--- src/rtl/pw_arm_sequencer_if.sv ---
// Signal bundle between the register/trigger side and the arm/re-arm sequencer.
// The master drives session controls and watched inputs; the slave (sequencer) drives status.
interface pw_arm_sequencer_if #(
  parameter int pSEGMENT_WIDTH = 8,
  parameter int pHOLDOFF_WIDTH = 16,
  parameter int pTIMEOUT_WIDTH = 24
);
  logic                      I_arm;
  logic                      I_abort;
  logic [pSEGMENT_WIDTH-1:0] I_num_segments;
  logic [pHOLDOFF_WIDTH-1:0] I_holdoff;
  logic [pTIMEOUT_WIDTH-1:0] I_timeout;
  logic                      I_match;
  logic                      I_capturing;
  logic                      O_capture_off;
  logic                      O_trigger_enable;
  logic                      O_armed;
  logic                      O_busy;
  logic                      O_done;
  logic                      O_timed_out;
  logic [pSEGMENT_WIDTH-1:0] O_segments_done;

  modport master (
    output I_arm, I_abort, I_num_segments, I_holdoff, I_timeout, I_match, I_capturing,
    input  O_capture_off, O_trigger_enable, O_armed, O_busy, O_done, O_timed_out,
           O_segments_done
  );

  modport slave (
    input  I_arm, I_abort, I_num_segments, I_holdoff, I_timeout, I_match, I_capturing,
    output O_capture_off, O_trigger_enable, O_armed, O_busy, O_done, O_timed_out,
           O_segments_done
  );
endinterface

--- src/rtl/pw_arm_sequencer.sv ---
// Multi-segment arm/re-arm controller: sequences N match-initiated capture segments per
// session with inter-segment hold-off and an optional per-segment match timeout.
module pw_arm_sequencer #(
  parameter int pSEGMENT_WIDTH = 8,
  parameter int pHOLDOFF_WIDTH = 16,
  parameter int pTIMEOUT_WIDTH = 24
) (
  input  logic              fe_clk,
  input  logic              reset_n,
  pw_arm_sequencer_if.slave seq
);

  typedef enum logic [2:0] {
    ST_IDLE,
    ST_ARMED,
    ST_CAPTURING,
    ST_HOLDOFF,
    ST_DONE
  } state_t;

  state_t                    state_q, state_d;
  logic [pSEGMENT_WIDTH-1:0] nseg_q, nseg_d;
  logic [pHOLDOFF_WIDTH-1:0] holdoff_q, holdoff_d;
  logic [pTIMEOUT_WIDTH-1:0] timeout_q, timeout_d;
  logic [pTIMEOUT_WIDTH-1:0] tcnt_q, tcnt_d;
  logic [pHOLDOFF_WIDTH-1:0] hcnt_q, hcnt_d;
  logic [pSEGMENT_WIDTH-1:0] seg_done_q, seg_done_d;
  logic [pSEGMENT_WIDTH-1:0] seg_next;
  logic                      timed_out_q, timed_out_d;
  logic                      cap_q;
  logic                      cap_fall;
  logic                      capture_off_q, capture_off_d;
  logic                      trig_en_q, trig_en_d;
  logic                      armed_q, armed_d;
  logic                      busy_q, busy_d;
  logic                      done_q, done_d;

  // Counters saturate rather than wrap.
  function automatic logic [pSEGMENT_WIDTH-1:0] seg_inc_sat(input logic [pSEGMENT_WIDTH-1:0] v);
    return (&v) ? v : v + pSEGMENT_WIDTH'(1);
  endfunction

  function automatic logic [pHOLDOFF_WIDTH-1:0] hold_inc_sat(input logic [pHOLDOFF_WIDTH-1:0] v);
    return (&v) ? v : v + pHOLDOFF_WIDTH'(1);
  endfunction

  function automatic logic [pTIMEOUT_WIDTH-1:0] tmo_inc_sat(input logic [pTIMEOUT_WIDTH-1:0] v);
    return (&v) ? v : v + pTIMEOUT_WIDTH'(1);
  endfunction

  assign cap_fall = cap_q & ~seq.I_capturing;

  always_comb begin
    state_d     = state_q;
    nseg_d      = nseg_q;
    holdoff_d   = holdoff_q;
    timeout_d   = timeout_q;
    tcnt_d      = tcnt_q;
    hcnt_d      = hcnt_q;
    seg_done_d  = seg_done_q;
    timed_out_d = timed_out_q;
    seg_next    = seg_inc_sat(seg_done_q);

    unique case (state_q)
      ST_IDLE: begin
        if (seq.I_arm && !seq.I_abort) begin
          nseg_d      = (seq.I_num_segments == '0) ? pSEGMENT_WIDTH'(1) : seq.I_num_segments;
          holdoff_d   = seq.I_holdoff;
          timeout_d   = seq.I_timeout;
          seg_done_d  = '0;
          timed_out_d = 1'b0;
          tcnt_d      = '0;
          state_d     = ST_ARMED;
        end
      end

      ST_ARMED: begin
        if (seq.I_abort) begin
          state_d = ST_IDLE;
        end else if (seq.I_match) begin
          state_d = ST_CAPTURING;
        end else if (timeout_q != '0) begin
          if (tcnt_q == timeout_q - pTIMEOUT_WIDTH'(1)) begin
            timed_out_d = 1'b1;
            state_d     = ST_DONE;
          end else begin
            tcnt_d = tmo_inc_sat(tcnt_q);
          end
        end
      end

      ST_CAPTURING: begin
        if (seq.I_abort) begin
          state_d = ST_IDLE;
        end else if (cap_fall) begin
          seg_done_d = seg_next;
          if (seg_next == nseg_q) begin
            state_d = ST_DONE;
          end else if (holdoff_q == '0) begin
            tcnt_d  = '0;
            state_d = ST_ARMED;
          end else begin
            hcnt_d  = '0;
            state_d = ST_HOLDOFF;
          end
        end
      end

      ST_HOLDOFF: begin
        if (seq.I_abort) begin
          state_d = ST_IDLE;
        end else if (hcnt_q == holdoff_q - pHOLDOFF_WIDTH'(1)) begin
          tcnt_d  = '0;
          state_d = ST_ARMED;
        end else begin
          hcnt_d = hold_inc_sat(hcnt_q);
        end
      end

      ST_DONE: state_d = ST_IDLE;

      default: state_d = ST_IDLE;
    endcase

    // Outputs are decoded from the next state so they line up with the state once registered.
    capture_off_d = (state_d != ST_ARMED);
    trig_en_d     = (state_d == ST_ARMED) || (state_d == ST_CAPTURING) || (state_d == ST_HOLDOFF);
    armed_d       = (state_d == ST_ARMED);
    busy_d        = (state_d != ST_IDLE);
    done_d        = (state_d == ST_DONE);
  end

  always_ff @(posedge fe_clk or negedge reset_n) begin
    if (!reset_n) begin
      state_q       <= ST_IDLE;
      nseg_q        <= '0;
      holdoff_q     <= '0;
      timeout_q     <= '0;
      tcnt_q        <= '0;
      hcnt_q        <= '0;
      seg_done_q    <= '0;
      timed_out_q   <= 1'b0;
      cap_q         <= 1'b0;
      capture_off_q <= 1'b1;
      trig_en_q     <= 1'b0;
      armed_q       <= 1'b0;
      busy_q        <= 1'b0;
      done_q        <= 1'b0;
    end else begin
      state_q       <= state_d;
      nseg_q        <= nseg_d;
      holdoff_q     <= holdoff_d;
      timeout_q     <= timeout_d;
      tcnt_q        <= tcnt_d;
      hcnt_q        <= hcnt_d;
      seg_done_q    <= seg_done_d;
      timed_out_q   <= timed_out_d;
      cap_q         <= seq.I_capturing;
      capture_off_q <= capture_off_d;
      trig_en_q     <= trig_en_d;
      armed_q       <= armed_d;
      busy_q        <= busy_d;
      done_q        <= done_d;
    end
  end

  assign seq.O_capture_off    = capture_off_q;
  assign seq.O_trigger_enable = trig_en_q;
  assign seq.O_armed          = armed_q;
  assign seq.O_busy           = busy_q;
  assign seq.O_done           = done_q;
  assign seq.O_timed_out      = timed_out_q;
  assign seq.O_segments_done  = seg_done_q;

endmodule

--- src/flat_wrapper.sv ---
// flat-port wrapper written by rule: the top's interface ports become plain ports
module pw_arm_sequencer_flat 
#(
  parameter int pSEGMENT_WIDTH = 8,
  parameter int pHOLDOFF_WIDTH = 16,
  parameter int pTIMEOUT_WIDTH = 24
)
  (fe_clk, reset_n, seq_I_arm, seq_I_abort, seq_I_num_segments, seq_I_holdoff, seq_I_timeout, seq_I_match, seq_I_capturing, seq_O_capture_off, seq_O_trigger_enable, seq_O_armed, seq_O_busy, seq_O_done, seq_O_timed_out, seq_O_segments_done);
  pw_arm_sequencer_if #(.pSEGMENT_WIDTH(pSEGMENT_WIDTH), .pHOLDOFF_WIDTH(pHOLDOFF_WIDTH), .pTIMEOUT_WIDTH(pTIMEOUT_WIDTH)) seq_i ();
  input  logic fe_clk;
  input  logic reset_n;
  input wire logic [$bits(seq_i.I_arm)-1:0] seq_I_arm;
  input wire logic [$bits(seq_i.I_abort)-1:0] seq_I_abort;
  input wire logic [$bits(seq_i.I_num_segments)-1:0] seq_I_num_segments;
  input wire logic [$bits(seq_i.I_holdoff)-1:0] seq_I_holdoff;
  input wire logic [$bits(seq_i.I_timeout)-1:0] seq_I_timeout;
  input wire logic [$bits(seq_i.I_match)-1:0] seq_I_match;
  input wire logic [$bits(seq_i.I_capturing)-1:0] seq_I_capturing;
  output wire logic [$bits(seq_i.O_capture_off)-1:0] seq_O_capture_off;
  output wire logic [$bits(seq_i.O_trigger_enable)-1:0] seq_O_trigger_enable;
  output wire logic [$bits(seq_i.O_armed)-1:0] seq_O_armed;
  output wire logic [$bits(seq_i.O_busy)-1:0] seq_O_busy;
  output wire logic [$bits(seq_i.O_done)-1:0] seq_O_done;
  output wire logic [$bits(seq_i.O_timed_out)-1:0] seq_O_timed_out;
  output wire logic [$bits(seq_i.O_segments_done)-1:0] seq_O_segments_done;
  assign seq_i.I_arm = seq_I_arm;
  assign seq_i.I_abort = seq_I_abort;
  assign seq_i.I_num_segments = seq_I_num_segments;
  assign seq_i.I_holdoff = seq_I_holdoff;
  assign seq_i.I_timeout = seq_I_timeout;
  assign seq_i.I_match = seq_I_match;
  assign seq_i.I_capturing = seq_I_capturing;
  assign seq_O_capture_off = seq_i.O_capture_off;
  assign seq_O_trigger_enable = seq_i.O_trigger_enable;
  assign seq_O_armed = seq_i.O_armed;
  assign seq_O_busy = seq_i.O_busy;
  assign seq_O_done = seq_i.O_done;
  assign seq_O_timed_out = seq_i.O_timed_out;
  assign seq_O_segments_done = seq_i.O_segments_done;
  pw_arm_sequencer #(.pSEGMENT_WIDTH(pSEGMENT_WIDTH), .pHOLDOFF_WIDTH(pHOLDOFF_WIDTH), .pTIMEOUT_WIDTH(pTIMEOUT_WIDTH)) u_core (.fe_clk(fe_clk), .reset_n(reset_n), .seq(seq_i));
endmodule
--- config.mk ---
export PLATFORM = sky130hd
export DESIGN_NAME = pw_arm_sequencer_flat
export DESIGN_NICKNAME = d
export VERILOG_FILES = /design/src/rtl/pw_arm_sequencer_if.sv /design/src/rtl/pw_arm_sequencer.sv /design/src/flat_wrapper.sv
export SDC_FILE = /design/constraint.sdc
export NUM_CORES = 1
export LEC_CHECK = 0
export BUFFER_PORTS_ARGS = -buffer_cell sky130_fd_sc_hd__buf_2
export CAP_MARGIN = 0
export CORE_MARGIN = 3
export CORE_UTILIZATION = 65
export DETAILED_ROUTE_END_ITERATION = 16
export PLACE_DENSITY = 0.83
export SLEW_MARGIN = 10
export SYNTH_ARGS = -nofsm -noshare
export SYNTH_HDL_FRONTEND = slang
export SYNTH_SLANG_ARGS = --single-unit
--- constraint.sdc ---
create_clock -name fe_clk -period 4.74 [get_ports fe_clk]
set_input_delay 0.237 -clock fe_clk [delete_from_list [all_inputs] [get_ports fe_clk]]
set_output_delay 0.237 -clock fe_clk [all_outputs]
set_load 0.05 [all_outputs]
==> run summary <==
Status - completed
Avg WL per Cell - 18.4 um
Max clock buf depth - 2
RSZ-0062 raised after global routing - no
Initial Utilization - 68.6%
Max Freq - 0.259 GHz
Global placer's final weighted congestion - 0.998
Worst setup SP type - flop
# nets final - 827
Post-synth EDFFs - 0
Worst Path Max Fanout - 47
Post-synthesis simple-gate area fraction - 25.1%
#FFs+latches synth - 106
Final hold slack - 0.0601 ns
Row cnt - 36
Die Wd - 109 um
Most frequent cell after synthesis - dfrtp_1
CTS tree - built
DRC - 0
H-tree depth - 3
Layout cell share with drive strength beyond 1 - 23.7%
Largest family of logic cells by synthesized area - simple AND/OR/NAND/NOR gates
Max-slew headroom - 35.5%
Worst-skew pair later-pin latency - 0.40 ns
Crit path max-delay family - simple AND/OR/NAND/NOR gates
Max Cap Viol - 0
Gr usage total - 29.5%
Worst Skew - 0.0137 ns
DR vias/cell - 6.60
Post-synthesis mux area share - 9.10%
Adder-Cell Fraction of Synth Area - 1.09%
Post-route cell area - 7510 sq um
Area post-placement - 7280 sq um
Routed Antenna Nets - 0
Initial antenna violation count - 0
Filler Cells Inserted - 742
Drt initial violations - 451
Critical Path, Cell by Cell - ha_1 > and4_1 > nand2_2 > and4b_1 > o32ai_1 > nor4_4 > or3_1 > o2bb2ai_2 > buf_4 > or4_4 > a21oi_2
Largest net degree at the start of global routing - 72
Area of the core - 10000 sq um
Clock Sinks - 106
Total I/O pin count - 68
Synth async-reset ratio - 100%
Post-detail-place hpwl - 11.9 mm
Sequential share of the synthesized area - 38.7%
IO buf count - 67
Grt ovf - 0
Synth area leader - dfrtp_1
Leak Pwr - 3.11 nW
Crit. Startpoint - u_core.seq.O_segments_done[0]
Antenna diode count - 0
DRT Wirelength - 16.6 mm
Max Slew Vio Count - 0
Clock-pin slew on the worst setup and hold paths - 0.11 ns
Post-synth top cells - 105 x dfrtp_1, 51 x mux2_2, 49 x nor2_1
Avg Synthesized Cell Area - 9.61 sq um
Worst path bufs/invs - 1
Clock period minus final worst setup slack - 3.86 ns
Setup CP Type - flop to flop
Area contributors post-synth - dfrtp_1 38%, mux2_2 8.4%, xnor2_1 4.8%
Total CTS buffers - 9
Via count - 5,977
DR pass1 iterations - 6
Vias in the first global route - 5,720
Worst vdd ir - 0.350 mV
Worst-Margin Slew - 0.964 ns
Area grow syn2layout - 9.41%
Syn Inst Count - 714
Complex-gate fraction of the synthesized area - 14.4%
CP max stage delay - 0.57 ns
Worst Hold Launch - seq_I_timeout[15]
Die Area - 11,800 sq um
# setup viols final - 0
Chip height - 109 um
Ys flop type - dfrtp_1
Post-synthesis xor/xnor area fraction - 8.90%
First-pass GRT wire length - 27.8 mm
Worst path required time - 5.07 ns
Fin. Hold Viols - 0
Power Density - 473 nW/um^2
Post-CTS setup buffer count - 0
Crit. End Element - flop
Worst R2R Start - u_core.seq.O_segments_done[0]
Net count after synthesis - 774
Root Buffer - clkbuf_8
Hold WC Path Type - input port to flop
Setup tns final - 0 ns
CP max-delay cell - or4_4
Post-synth cell types - 69
Yosys Warn Count - 0
WP data arrival - 4.20 ns
Synthesized cell area - 6860 sq um
Share of the synthesized area in the top cell type - 38.3%
Period utilization - 81.5%
==> layout by cell type (no fill, tap or decap), drive strengths merged, types with 23 or more instances in the layout <==
cell | Yosys | final
a21oi | 45 | 45
buf | 15 | 75
dfrtp | 105 | 105
mux2 | 51 | 51
nand2 | 39 | 39
nand3 | 29 | 29
nor2 | 49 | 49
nor4 | 23 | 23
o21ai | 28 | 28
xnor2 | 38 | 38
xor2 | 29 | 29
==> area by class of cell <==
| type | instances | area [sq um] | area share, % |
|---|---|---|---|
| multi-input combinational | 564 | 4030 | 53.7 |
| sequential | 106 | 2650 | 35.3 |
| timing repair buffer | 77 | 418 | 5.56 |
| tap | 133 | 166 | 2.22 |
| clock buffer | 9 | 124 | 1.65 |
| clock inverter | 7 | 82.6 | 1.10 |
| inverter | 9 | 33.8 | 0.450 |
==> metrics by stage <==
stage | utilization [%] | std cells | power, mW | worst slack [ns]
detailed placement | 72.8 | 887 | 2.93 | 0.941
global route | 75.1 | 905 | 3.77 | 0.565
global placement | 72.8 | 887 | 2.87 | 1.05
CTS | 75.1 | 905 | 3.54 | 0.910
finish | 75.1 | 905 | 3.55 | 0.878
floorplan | - | 714 | 2.56 | 1.19
==> layer usage <==
| metal | track usage [%] | routed length (um) | share of wire (%) | up-vias |
|---|---|---|---|---|
| met1 | 41.4 | 7230 | 44 | 2900 |
| met4 | 8.21 | 335 | 2.0 | 0 |
| met5 | 0 | 0 | 0 | - |
| met3 | 6.69 | 1250 | 7.5 | 40 |
| met2 | 46.2 | 7810 | 47 | 263 |
| li1 | - | - | - | 2774 |
==> final timing paths <==
path,slack [ns],cells after the start,endpoint
setup / recovery,0.88,11,u_core.tcnt_q[9]
hold / removal,0.06,2,u_core.timeout_q[15]
setup reg to reg,0.88,11,u_core.tcnt_q[9]
hold reg to reg,0.50,1,u_core.seq.O_timed_out
max in group asynchronous,3.23,3,u_core.hcnt_q[5]
min in group asynchronous,0.50,2,u_core.timeout_q[8]
==> repair_timing <==
action                    in CTS  in global routing
hold endpoints to repair      36                  0
gates resized for setup        0                  0
hold buffers                   2                  0
==> sequential cells by signal, summed over array words and instances, names as in the netlist <==
name and flops:
u_core.tcnt_q 24, u_core.timeout_q 24, u_core.hcnt_q 16, u_core.holdoff_q 16, u_core.nseg_q 8, u_core.seq.O_segments_done 8
u_core.state_q 3, u_core.cap_q 1, u_core.seq.O_armed 1, u_core.seq.O_busy 1, u_core.seq.O_capture_off 1, u_core.seq.O_done 1
u_core.seq.O_timed_out 1, u_core.seq.O_trigger_enable 1
==> kinds of logic after synthesis <==
kind of cell,count (synthesis)
AOI/OAI and AO/OA,146
xor gates and xnor gates,68
adders and majority gates,6
buffers and inverters,44
DFF,106
muxes,56
and+or+nand+nor,288
==> where the power goes <==
group / switching, mW / internal, mW
registers: 0.391 / 1.15
logic: 0.765 / 0.650
clock network: 0.346 / 0.254
Note: power is estimated with default switching activity, not from simulation.
